===== config.mk =====
export PLATFORM = sky130hd
export DESIGN_NAME = mul_div_unit
export DESIGN_NICKNAME = d
export VERILOG_FILES = /design/src/rtl/mdu_pkg.sv /design/src/rtl/mdu_negate.sv /design/src/rtl/mul_div_unit.sv
export SDC_FILE = /design/constraint.sdc
export NUM_CORES = 1
export LEC_CHECK = 0
export CAP_MARGIN = 0
export CELL_PAD_IN_SITES_DETAIL_PLACEMENT = 2
export CELL_PAD_IN_SITES_GLOBAL_PLACEMENT = 2
export CORE_MARGIN = 2
export CORE_UTILIZATION = 37
export CTS_CLUSTER_DIAMETER = 50
export DETAILED_ROUTE_END_ITERATION = 6
export PLACE_DENSITY_LB_ADDON = 0.15
export SYNTH_ARGS = -nofsm -noshare
export SYNTH_HDL_FRONTEND = slang
export SYNTH_SLANG_ARGS = --single-unit
export TNS_END_PERCENT = 100

===== constraint.sdc =====
create_clock -name clk -period 5.2 [get_ports clk]
set_input_delay 1.04 -clock clk [delete_from_list [all_inputs] [get_ports clk]]
set_output_delay 1.04 -clock clk [all_outputs]
set_load 0.005 [all_outputs]

===== src/rtl/mdu_pkg.sv =====
// mdu_pkg: shared op/state types and helpers for the multiply/divide unit
package mdu_pkg;
  localparam logic [1:0] OP_MULTU = 2'b00;
  localparam logic [1:0] OP_MULT  = 2'b01;
  localparam logic [1:0] OP_DIVU  = 2'b10;
  localparam logic [1:0] OP_DIV   = 2'b11;
  typedef enum logic [1:0] {
    MULTU = OP_MULTU,
    MULT  = OP_MULT,
    DIVU  = OP_DIVU,
    DIV   = OP_DIV
  } mdu_op_t;
  typedef enum logic [1:0] {IDLE, CALC, FIXUP} mdu_state_t;
  function automatic logic is_div(input mdu_op_t o);
    return o == DIVU || o == DIV;
  endfunction
  function automatic logic is_signed(input mdu_op_t o);
    return o == MULT || o == DIV;
  endfunction
endpackage


===== src/rtl/mdu_negate.sv =====
// mdu_negate: conditional two's-complement negate
module mdu_negate #(
  parameter int N = 32
) (
  input  logic         en,
  input  logic [N-1:0] a,
  output logic [N-1:0] y
);
  assign y = en ? -a : a;
endmodule


===== src/rtl/mul_div_unit.sv =====
// mul_div_unit: iterative shift-add multiplier / restoring divider with HI/LO results
module mul_div_unit
  import mdu_pkg::*;
#(
  parameter int WIDTH = 32,
  parameter int CNT_W = $clog2(WIDTH + 1)
) (
  input  logic             clk,
  input  logic             rst,
  input  logic             start,
  input  logic [1:0]       op,
  input  logic [WIDTH-1:0] in0,
  input  logic [WIDTH-1:0] in1,
  output logic             busy,
  output logic             done,
  output logic             div_by_zero,
  output logic [WIDTH-1:0] hi,
  output logic [WIDTH-1:0] lo
);
  mdu_state_t state;
  mdu_op_t op_r;
  logic neg_q, neg_r, dbz;
  logic [CNT_W-1:0] cnt;
  logic [2*WIDTH-1:0] acc;
  logic [WIDTH-1:0] b;
  mdu_op_t op_i;
  logic s0, s1, dz;
  logic [WIDTH-1:0] mag0, mag1, quo_f, rem_f;
  logic [2*WIDTH-1:0] prod_f, mul_nxt, div_nxt;
  logic [WIDTH:0] sum, diff;
  assign op_i = mdu_op_t'(op);
  assign s0 = is_signed(op_i) & in0[WIDTH-1];
  assign s1 = is_signed(op_i) & in1[WIDTH-1];
  assign dz = is_div(op_i) & (in1 == '0);
  assign busy = state != IDLE;
  // a zero divisor keeps the raw dividend so the divider leaves it as the remainder
  mdu_negate #(.N(WIDTH)) u_mag0 (.en(s0 & ~dz), .a(in0), .y(mag0));
  mdu_negate #(.N(WIDTH)) u_mag1 (.en(s1), .a(in1), .y(mag1));
  mdu_negate #(.N(2*WIDTH)) u_prod (.en(neg_q), .a(acc), .y(prod_f));
  mdu_negate #(.N(WIDTH)) u_quo (.en(neg_q), .a(acc[WIDTH-1:0]), .y(quo_f));
  mdu_negate #(.N(WIDTH)) u_rem (.en(neg_r), .a(acc[2*WIDTH-1:WIDTH]), .y(rem_f));
  assign sum = {1'b0, acc[2*WIDTH-1:WIDTH]} + {1'b0, b};
  assign diff = acc[2*WIDTH-1:WIDTH-1] - {1'b0, b};
  assign mul_nxt = acc[0] ? {sum, acc[WIDTH-1:1]} : {1'b0, acc[2*WIDTH-1:1]};
  assign div_nxt = diff[WIDTH] ? {acc[2*WIDTH-2:0], 1'b0} : {diff[WIDTH-1:0], acc[WIDTH-2:0], 1'b1};
  always_ff @(posedge clk) begin
    if (rst) begin
      state <= IDLE;
      op_r <= MULTU;
      neg_q <= 1'b0;
      neg_r <= 1'b0;
      dbz <= 1'b0;
      cnt <= '0;
      acc <= '0;
      b <= '0;
      done <= 1'b0;
      div_by_zero <= 1'b0;
      hi <= '0;
      lo <= '0;
    end else begin
      done <= 1'b0;
      div_by_zero <= 1'b0;
      case (state)
        IDLE: if (start) begin
          op_r <= op_i;
          neg_q <= (s0 ^ s1) & ~dz;
          neg_r <= s0 & ~dz;
          dbz <= dz;
          cnt <= '0;
          acc <= {{WIDTH{1'b0}}, mag0};
          b <= mag1;
          state <= CALC;
        end
        CALC: begin
          acc <= is_div(op_r) ? div_nxt : mul_nxt;
          cnt <= cnt + CNT_W'(1);
          if (cnt == CNT_W'(WIDTH - 1)) state <= FIXUP;
        end
        FIXUP: begin
          {hi, lo} <= is_div(op_r) ? {rem_f, quo_f} : prod_f;
          done <= 1'b1;
          div_by_zero <= dbz;
          state <= IDLE;
        end
        default: state <= IDLE;
      endcase
    end
  end
endmodule


==> results by group, run 1 <==
Critical path
  • FF-to-FF setup slack: roughly 790 ps
  • Setup crit end kind: flip-flop
  • Startpoint types: flip-flop
  • CP max FO: 30
  • Reg2Reg Depth: 14
  • WS Path Type: flip-flop to flip-flop
  • Worst Path Required: 5530 ps
  • Setup crit end: acc[43]$_SDFFE_PP0P_
  • RR Startpoint: acc[31]$_SDFFE_PP0P_
  • CP startpoint: acc[31]$_SDFFE_PP0P_
  • Crit Reg-Reg Endpoint: acc[43]$_SDFFE_PP0P_
  • CP arrival: around 4700 ps

Placement
  • Number of port buffers: approximately 140
  • Dpl hpwl: about 40 mm
  • Routability cong.: 0.861
  • Placed cells: 2300

Layout
  • Non-Filler Instances: 2329
  • Fraction of layout cells with a size suffix above 1: 5.67%
  • Syn-to-layout area delta: 18.4%
  • ANT cells: 0
  • Nets: roughly 2000

Clock tree
  • Setup bufs post-CTS: 0
  • Root Driver: clkbuf_16
  • CTS Buf Count: 17
  • Clock transition at path regs: 70 ps
  • TritonCTS Sinks: between 150 and 200
  • H-tree level count: 4
  • CTS hold repair buffers: 0
  • Gates resized, CTS repair: 0
  • CTS max path bufs: 2
  • CTS tree: done
  • Worst-skew pair later-pin latency: roughly 460 ps

Pwr
  • Int Power: 2.62 mW
  • Combinational power share: between 20 and 30%
  • Part of the power in registers: a little under two fifths
  • Net Switching: roughly 1.4 mW
  • Pwr dens: 258 nW/um2
  • Sw frac: a little over a third
  • Max IR drop VDD: 0.246 mV
  • Lkg Pwr: about 6.1 nW
  • Clock power share: around 33%

Route
  • Vias per std cell: approximately 5.9
  • Initial DRC count: between 800 and 900
  • Routed WL: between 50 and 60 mm
  • DRT Pass-1 Iters: 5
  • Remaining routing DRC violations: 0
  • Drt wl/cell: between 20 and 25 um
  • Via count: 13800
  • Number of routed nets with antenna violations: 0

Timing
  • Setup-failing EPs final: 0
  • Final Max Tran Viols: 0
  • Crit share post-route: 84.8%
  • Post-route setup TNS: 0 ps
  • RSZ-0062 raised after global routing: false
  • Rel. slew slack: between 20% and 30%
  • Max Clk Rate: roughly 230 MHz
  • Final min period: approximately 4400 ps
  • Clock Skew: around 15 ps
  • Slew @ Worst Pin: between 1000 and 1500 ps
  • Final hold violation count: 0

Logic synthesis
  • Cell count after synthesis: 1775
  • Synth top area share: 26.2%
  • Commonest cells in the netlist: nand2_1, a21oi_1, dfxtp_1
  • Syn nets: 1915
  • Cell Area, Synth: around 13000 um2
  • Cell taking the most area after synthesis: dfxtp_1
  • Synth top area cells: dfxtp_1, a21oi_1, ha_1
  • Async SR Flop Fraction: 0%
  • Most frequent cell after synthesis: nand2_1
  • Synth Register Bits: ~170
  • YS warnings: 0
  • Number of synthesized flops with an enable pin: 0
  • Top FF cell, synth: dfxtp_1
  • Sequential fraction of the synthesis area: a little over a quarter
  • Yosys cell types: approximately 70
  • Avg Synthesized Cell Area: 7.50 um2

GRT
  • Initial antenna violation count: 0
  • First-pass GRT wire length: approximately 84 mm
  • Total GRT Usage: between 20 and 30%
  • Vias in the first global route: 14600
  • GRT overflow: 0
  • Largest net degree at the start of global routing: 82

Floorplan
  • Die footprint: roughly 38000 um2
  • Die Y: around 190 um
  • Starting Density: 37.5%
  • Die X: 194 um
  • Total core area: 35500 um2
  • Row Count: slightly below 70
  • Number of top-level pins: around 140

Status
  • Outcome: completed

Hold path
  • Hold Crit Depth: 2
  • Hold WC Path Type: flip-flop to flip-flop

Flow run
  • Max Cap Viol: 0
## logic make-up (layout without fill, tap and decap cells)
kind of cell / count (synthesis) / count (layout) / share of synthesized area [%]
AND/OR/NAND/NOR: 558 / 558 / 19.2
XOR/XNOR: 165 / 165 / 10.9
multiplexers: 51 / 51 / 3.88
flip-flops: 174 / 174 / 26.2
adder cells (fa/ha/maj): 71 / 71 / 6.79
buffers and inverters: 184 / 277 / 5.29
AO/OA/AOI/OAI: 572 / 572 / 27.8
## worst min path at each step
stage / endpoint / startpoint
2_1_floorplan: div_by_zero$_SDFF_PP0_ / dbz$_SDFFE_PP0P_
3_3_place_gp: hi[28]$_SDFFE_PP0P_ / hi[28]$_SDFFE_PP0P_
3_5_place_dp: hi[15]$_SDFFE_PP0P_ / hi[15]$_SDFFE_PP0P_
4_1_cts: hi[15]$_SDFFE_PP0P_ / hi[15]$_SDFFE_PP0P_
5_1_grt: hi[29]$_SDFFE_PP0P_ / hi[29]$_SDFFE_PP0P_
6_report: hi[15]$_SDFFE_PP0P_ / hi[15]$_SDFFE_PP0P_
## critical path, cell delays in order, from the launching register on
cell      delay [ps]
dfxtp_1          400
inv_1            130
ha_1             210
fa_1             220
nand2b_1         160
a21oi_1          110
o21ai_0          530
a21oi_1          190
a21oi_1          360
a21oi_1          220
xnor2_2          860
buf_12           290
mux2_2           350
a21oi_1          140
o21ai_0           80
## final cells by class
| class | count | area [um2] |
|---|---|---|
| inverter | 66 | 248 |
| tap | 461 | 577 |
| sequential | 174 | 3490 |
| clock inverter | 9 | 138 |
| clock buffer | 20 | 447 |
| fill | 4127 | 19700 |
| timing repair buffer | 182 | 1710 |
| multi-input combinational | 1417 | 9160 |
## metrics by stage
step | setup WS, ps | utilization, % | total power, mW | hold slack, ps | area [um2]
final | 793 | 44.4 | 4.06 | 460 | 15800
after global routing | 446 | 44.4 | 4.26 | 481 | 15800
after CTS | 846 | 44.4 | 4.08 | 461 | 15800
after detailed placement | 424 | 42.8 | 2.71 | 450 | 15200
after global placement | 649 | 42.8 | 2.66 | 443 | 15200
after floorplan | 1450 | - | 2.29 | 430 | 13300
## registers in the layout (all words and copies together) (netlist names)
register and cells:
acc 64, b 32, hi 32, lo 32, cnt 6, state 2
dbz 1, div_by_zero 1, done 1, neg_q 1, neg_r 1, op_r 1
## layout by cell type, fill, tap and decap left out, types with 6 or more instances in the layout
master           count
nand2_1            202
a21oi_1            193
dfxtp_1            173
nor2_1             160
clkdlybuf4s50_1    134
o21ai_0            101
xor2_1              96
a211oi_1            78
ha_1                69
xnor2_1             68
inv_1               66
buf_4               47
mux2i_1             46
nor3_1              38
a221oi_1            28
a21o_1              25
or3_1               24
o211ai_1            23
nand3_1             22
o31ai_1             22
nor2b_1             18
clkbuf_16           17
nor4_1              15
nand2b_1            14
and3_1              12
nand4_1             12
a31oi_1             11
o21a_1              10
a32o_1               9
a22o_1               9
or4_1                8
a221o_1              6
o41ai_1              6
or2_2                6
o21bai_1             6
## power groups by stage
stage | combinational [mW] | clock, mW | sequential, mW
after floorplan | 0.821 | 0 | 1.47
after global placement | 1.12 | 0 | 1.54
after detailed placement | 1.17 | 0 | 1.54
after CTS | 1.18 | 1.39 | 1.51
after global routing | 1.31 | 1.43 | 1.52
final | 1.19 | 1.36 | 1.52
## metal layers
layer  routed length, um  part of all wire [%]  global-route usage [%]  vias up
met5                   0                     0                       0        -
met4                1170                   2.2                    8.06        0
met3                2000                   3.7                    2.90       57
met2               24600                    46                    46.5      278
met1               25900                    48                    38.9     6930
li1                    -                     -                       -     6572
Note: power is estimated with default switching activity, not from simulation.
==> inputs of run 2 (changes only) <==
Settings changed: CORE_UTILIZATION 37 to 34.
Clock period 5.2 ns to 4.5 ns, I/O delays scaled along.
==> run 2 against run 1 <==
  * Combinational power increased by 18%
  * Setup slack lost 320 ps
  * Core utilization fell by 3.1 points
  * Power rose by 15%
  * Critical path type unchanged
==> results by group, run 2 (same netlist as run 1, synthesis figures left out) <==
Placement
  • Routability cong.: about 0.86
  • Dpl hpwl: 41.3 mm
  • Number of port buffers: ~140
  • Dpl ws: 238 ps

Timing
  • Clock Skew: between 10 and 15 ps
  • Post-route setup TNS: 0 ps
  • Slew @ Worst Pin: about 1100 ps
  • Final min period: 4030 ps
  • Final setup margin: ~470 ps
  • Final Max Tran Viols: 0
  • Rel. slew slack: 29.8%
  • WHS: between 400 and 500 ps
  • Final hold violation count: 0
  • Setup-failing EPs final: 0
  • RSZ-0062 raised after global routing: false
  • Max Clk Rate: approximately 250 MHz
  • Crit share post-route: about nine tenths

Hold path
  • Hold Crit Depth: 2
  • Hold WC Path Type: flip-flop to flip-flop
  • Min-delay src: hi[4]$_SDFFE_PP0P_
  • Hold Crit Endpoint: hi[4]$_SDFFE_PP0P_

Route
  • Remaining routing DRC violations: 0
  • Via count: 13800
  • Vias per std cell: about 5.7
  • DRT Pass-1 Iters: 5
  • Drt wl/cell: between 20 and 25 um
  • Routed WL: 53.5 mm
  • Initial DRC count: about 770
  • Number of routed nets with antenna violations: 0

Pwr
  • Lkg Pwr: around 6.1 nW
  • Max IR drop VDD: roughly 0.3 mV
  • Int Power: between 2 and 3 mW
  • Pwr dens: roughly 290 nW/um2
  • Sw frac: a little under two fifths
  • Clock power share: about a third
  • Combinational power share: 30.2%
  • Part of the power in registers: 37.4%
  • Net Switching: ~1.8 mW
  • Pwr Total: between 4 and 5 mW

Clock tree
  • Clock transition at path regs: 80 ps
  • CTS hold repair buffers: 0
  • CTS max path bufs: 2
  • TritonCTS Sinks: 174
  • CTS Buf Count: 17
  • Setup bufs post-CTS: 0
  • CTS tree: done
  • Worst-skew pair later-pin latency: around 460 ps
  • Gates resized, CTS repair: 0
  • H-tree level count: 4
  • Root Driver: clkbuf_16

Floorplan
  • Row Count: 72
  • Number of top-level pins: 136
  • Total core area: roughly 39000 um2
  • Starting Density: about a third
  • Die Y: just over 200 um
  • Die footprint: 40700 um2
  • Die X: 202 um

Critical path
  • Setup crit end kind: flip-flop
  • Reg2Reg Depth: 9
  • FF-to-FF setup slack: about 470 ps
  • RR Startpoint: acc[4]$_SDFFE_PP0P_
  • CP Cell Sequence: nor4_1, nand3_1, or4_1, or4_1, o21ai_2, nand2_1, o21ai_0, xor2_1, a211oi_1
  • CP arrival: roughly 4300 ps
  • Startpoint types: flip-flop
  • Crit Reg-Reg Endpoint: hi[10]$_SDFFE_PP0P_
  • Crit-path slowest cell: nor4_1
  • Worst Path Required: approximately 4800 ps
  • WS Path Type: flip-flop to flip-flop
  • CP peak stage delay: 730 ps
  • CP max FO: 14
  • CP most frequent cell: or4_1

GRT
  • Largest net degree at the start of global routing: 78
  • Initial antenna violation count: 0
  • Total GRT Usage: 26.2%
  • Vias in the first global route: between 10000 and 15000
  • GRT overflow: 0
  • First-pass GRT wire length: around 84 mm

Layout
  • Fillers: between 4000 and 5000
  • Fraction of layout cells with a size suffix above 1: under 10%
  • Area of the multi-input gates: between 9000 and 10000 um2
  • Number of flip-flops in the largest register: between 60 and 70
  • Most flops, register: acc
  • Syn-to-layout area delta: 20.0%
  • Nets: a little over 2000
  • Register area: between 3000 and 4000 um2
  • Most frequent cells in the layout: nand2_1, a21oi_1, dfxtp_1
  • ANT cells: 0
  • Commonest non-fill, non-tap cell in the layout: nand2_1

Status
  • Outcome: completed

Flow run
  • Max Cap Viol: 0
[run 2: cell types whose count changed in the layout (fill, tap and decap cells not counted), sizes merged]
cell	delta
clkinv	+3
bufinv	-3
clkbuf	-3
buf	+14
inv	+3
clkinvlp	+3
[run 2: power groups by stage]
stage / clock [mW] / sequential, mW / combinational, mW
final: 1.51 / 1.74 / 1.41
after global routing: 1.60 / 1.75 / 1.55
after CTS: 1.54 / 1.74 / 1.40
after detailed placement: 0 / 1.77 / 1.39
after global placement: 0 / 1.77 / 1.35
after floorplan: 0 / 1.70 / 0.949
[run 2: layer usage]
| layer | GRT usage, % | wire length [um] | share of wire, % | up-vias |
|---|---|---|---|---|
| met3 | 3.26 | 1840 | 3.4 | 47 |
| met2 | 42.3 | 24100 | 45 | 257 |
| li1 | - | - | - | 6601 |
| met4 | 6.64 | 907 | 1.7 | 0 |
| met5 | 0 | 0 | 0 | - |
| met1 | 36.8 | 26600 | 50 | 6889 |
[run 2: through the flow]
stage	instances	utilization [%]	cell area (um2)
after floorplan	1775	-	13300
after global placement	2371	39.8	15400
after detailed placement	2371	39.8	15400
after CTS	2403	41.3	16000
after global routing	2403	41.3	16000
final	2403	41.3	16000
[run 2: cell type report]
type                       instances  share of cell area, %
tap                              518                   4.06
inverter                          66                   1.55
multi-input combinational       1417                   57.3
clock buffer                      17                   2.66
clock inverter                    15                  0.956
timing repair buffer             196                   11.6
sequential                       174                   21.8
[run 2: worst max-delay path: cells and delay by family (launching register included)]
family / cells / cell delay, ps
compound gates: 3 / 860
xor+xnor: 1 / 180
flops: 1 / 410
simple gates: 5 / 2410
[run 2: how the worst max path moves through the flow]
| stage | from | endpoint | slack, ps | cells after the start |
|---|---|---|---|---|
| CTS | acc[4]$_SDFFE_PP0P_ | hi[10]$_SDFFE_PP0P_ | 530 | 9 |
| global placement | in1[14] | acc[11]$_SDFFE_PP0P_ | 420 | 11 |
| finish | acc[4]$_SDFFE_PP0P_ | hi[10]$_SDFFE_PP0P_ | 470 | 9 |
| global route | acc[4]$_SDFFE_PP0P_ | hi[10]$_SDFFE_PP0P_ | 160 | 9 |
| floorplan | in1[14] | acc[21]$_SDFFE_PP0P_ | 890 | 10 |
| detailed placement | in1[14] | acc[10]$_SDFFE_PP0P_ | 240 | 11 |
==> inputs of run 3 (changes only) <==
Settings changed: CORE_UTILIZATION 34 to 31.
Clock period 4.5 ns to 3.45 ns, I/O delays scaled along.
==> run 3 against run 2 <==
  * Worst hold slack worse by 4.3 ps
  * Clock skew barely moved
  * Wire length grew 7.3%
==> results by group, run 3 (same netlist as run 1, synthesis figures left out) <==
Status
  • Outcome: completed

Placement
  • Dpl hpwl: between 40 and 50 mm
  • Routability cong.: ~0.86
  • Number of port buffers: 135
  • Placed cells: ~2500

Clock tree
  • CTS hold repair buffers: 0
  • H-tree level count: 4
  • CTS max path bufs: 2
  • Clock transition at path regs: about 80 ps
  • CTS tree: done
  • Worst-skew pair later-pin latency: ~480 ps
  • Root Driver: clkbuf_16
  • CTS Buf Count: 17
  • TritonCTS Sinks: 174

Timing
  • Crit share post-route: between 90% and 100%
  • Max Clk Rate: ~290 MHz
  • Slew @ Worst Pin: 943 ps
  • Clock Skew: 15.0 ps
  • RSZ-0062 raised after global routing: true
  • WHS: ~450 ps
  • Final Max Tran Viols: 0
  • Rel. slew slack: between 30% and 40%
  • Final min period: 3440 ps
  • Final hold violation count: 0
  • Setup-failing EPs final: 0

Floorplan
  • Die Y: 211 um
  • Die footprint: ~45000 um2
  • Starting Density: 31.6%
  • Die X: roughly 210 um
  • Number of top-level pins: around 140
  • Total core area: about 42000 um2
  • Row Count: between 70 and 80

Layout
  • Fillers: approximately 4800
  • Most frequent cells in the layout: buf_4, nand2_1, a21oi_1
  • Most flops, register: acc
  • Non-Filler Instances: 2576
  • Commonest non-fill, non-tap cell in the layout: buf_4
  • Syn-to-layout area delta: 30.6%
  • Number of flip-flops in the largest register: 64
  • Fraction of layout cells with a size suffix above 1: between 10% and 20%
  • Nets: around 2200

GRT
  • Vias in the first global route: approximately 15000
  • Total GRT Usage: between 20% and 30%
  • First-pass GRT wire length: a little under 90 mm
  • Largest net degree at the start of global routing: between 90 and 100
  • GRT overflow: 0
  • Initial antenna violation count: 1

Critical path
  • Startpoint types: flip-flop
  • Setup crit end kind: flip-flop
  • CP most frequent cell: or4_4
  • CP Buf/Inv Count: 0
  • CP Cell Sequence: or4_4, or3_4, or4_4, or4_4, or2_4, and2_4, o41ai_4, xor2_1, a211oi_1
  • WS Path Type: flip-flop to flip-flop
  • CP max FO: 6
  • CP arrival: approximately 3800 ps
  • Crit path max-delay family: simple AND/OR/NAND/NOR gates
  • Worst Path Required: 3760 ps
  • CP peak stage delay: 560 ps
  • Crit-path slowest cell: or4_4

Route
  • Initial DRC count: 904
  • DRT Pass-1 Iters: 5
  • Remaining routing DRC violations: 0
  • Routed WL: about 57 mm
  • Via count: about 14000
  • Vias per std cell: between 5 and 6
  • Drt wl/cell: approximately 22 um
  • Number of routed nets with antenna violations: 0

Flow run
  • Max Cap Viol: 0

Pwr
  • Pwr Total: between 6 and 7 mW
  • Pwr dens: 370 nW/um2
  • Lkg Pwr: about 7 nW
  • Max IR drop VDD: roughly 0.26 mV

Hold path
  • Hold WC Path Type: flip-flop to flip-flop
[run 3: changes by cell type in the layout (fill, tap and decap cells not counted), moves of 3 or more]
cell,change
a211oi_2,+3
a211oi_1,-3
ha_1,-3
dfxtp_2,+6
o21ai_0,-7
a21oi_2,+3
dfxtp_1,-6
a221oi_1,-3
a21oi_1,-3
buf_4,+149
o21ai_1,+6
a221oi_2,+3
[run 3: power by group]
| part | leakage (nW) | internal, mW | total [mW] | switching (mW) |
|---|---|---|---|---|
| clock | 0.280 | 1.04 | 2.05 | 1.01 |
| sequential | 1.42 | 2.10 | 2.21 | 0.114 |
| combinational | 5.25 | 0.905 | 2.18 | 1.27 |
| total | 6.95 | 4.04 | 6.44 | 2.40 |
[run 3: timing repair]
item                       in CTS  in global routing
buffers inserted                2                  0
pin swaps                       7                  8
setup endpoints to repair       9                 63
cloned                          0                  1
gates resized for setup         7                 45
[run 3: area by class of cell]
class	instances	area [um2]	area share [%]
well taps	539	674	3.88
repair buffers	348	3040	17.5
flip-flops and latches	174	3490	20.1
diodes	1	2.50	0.0144
multi-input cells	1417	9340	53.7
clock buffers	18	439	2.53
clock inverters	13	146	0.842
inverters	66	248	1.42
[run 3: metal layers]
metal  global-route usage, %  vias up  wire, um
met2                    41.1      256     26100
met3                    3.15       41      1980
li1                        -     6892         -
met4                    6.05        0       780
met5                       0        -         0
met1                    36.4     7124     28600
[run 3: worst min-delay path, delay by kind of cell, from the launching register on]
| family | cells | cell delay, ps |
|---|---|---|
| compound gates | 1 | 50 |
| simple gates | 1 | 50 |
| flops | 1 | 310 |
[run 3: path summary, 6_finish.rpt]
check / slack [ps] / start / cells past startpoint / end
setup / recovery: 10 / acc[10]$_SDFFE_PP0P_ / 9 / hi[5]$_SDFFE_PP0P_
hold / removal: 450 / hi[8]$_SDFFE_PP0P_ / 2 / hi[8]$_SDFFE_PP0P_
setup reg to reg: 10 / acc[10]$_SDFFE_PP0P_ / 9 / hi[5]$_SDFFE_PP0P_
hold reg to reg: 450 / hi[8]$_SDFFE_PP0P_ / 2 / hi[8]$_SDFFE_PP0P_
[run 3: per-stage QoR]
stage	area (um2)	utilization [%]	setup TNS (ps)	setup WS, ps
final	17400	41.3	0	11.8
after floorplan	13300	-	0	0.853
after global routing	17400	41.3	-124	-51.5
after CTS	17200	40.8	0	4.55
after global placement	16600	39.3	-7550	-286
after detailed placement	16600	39.3	-11050	-467
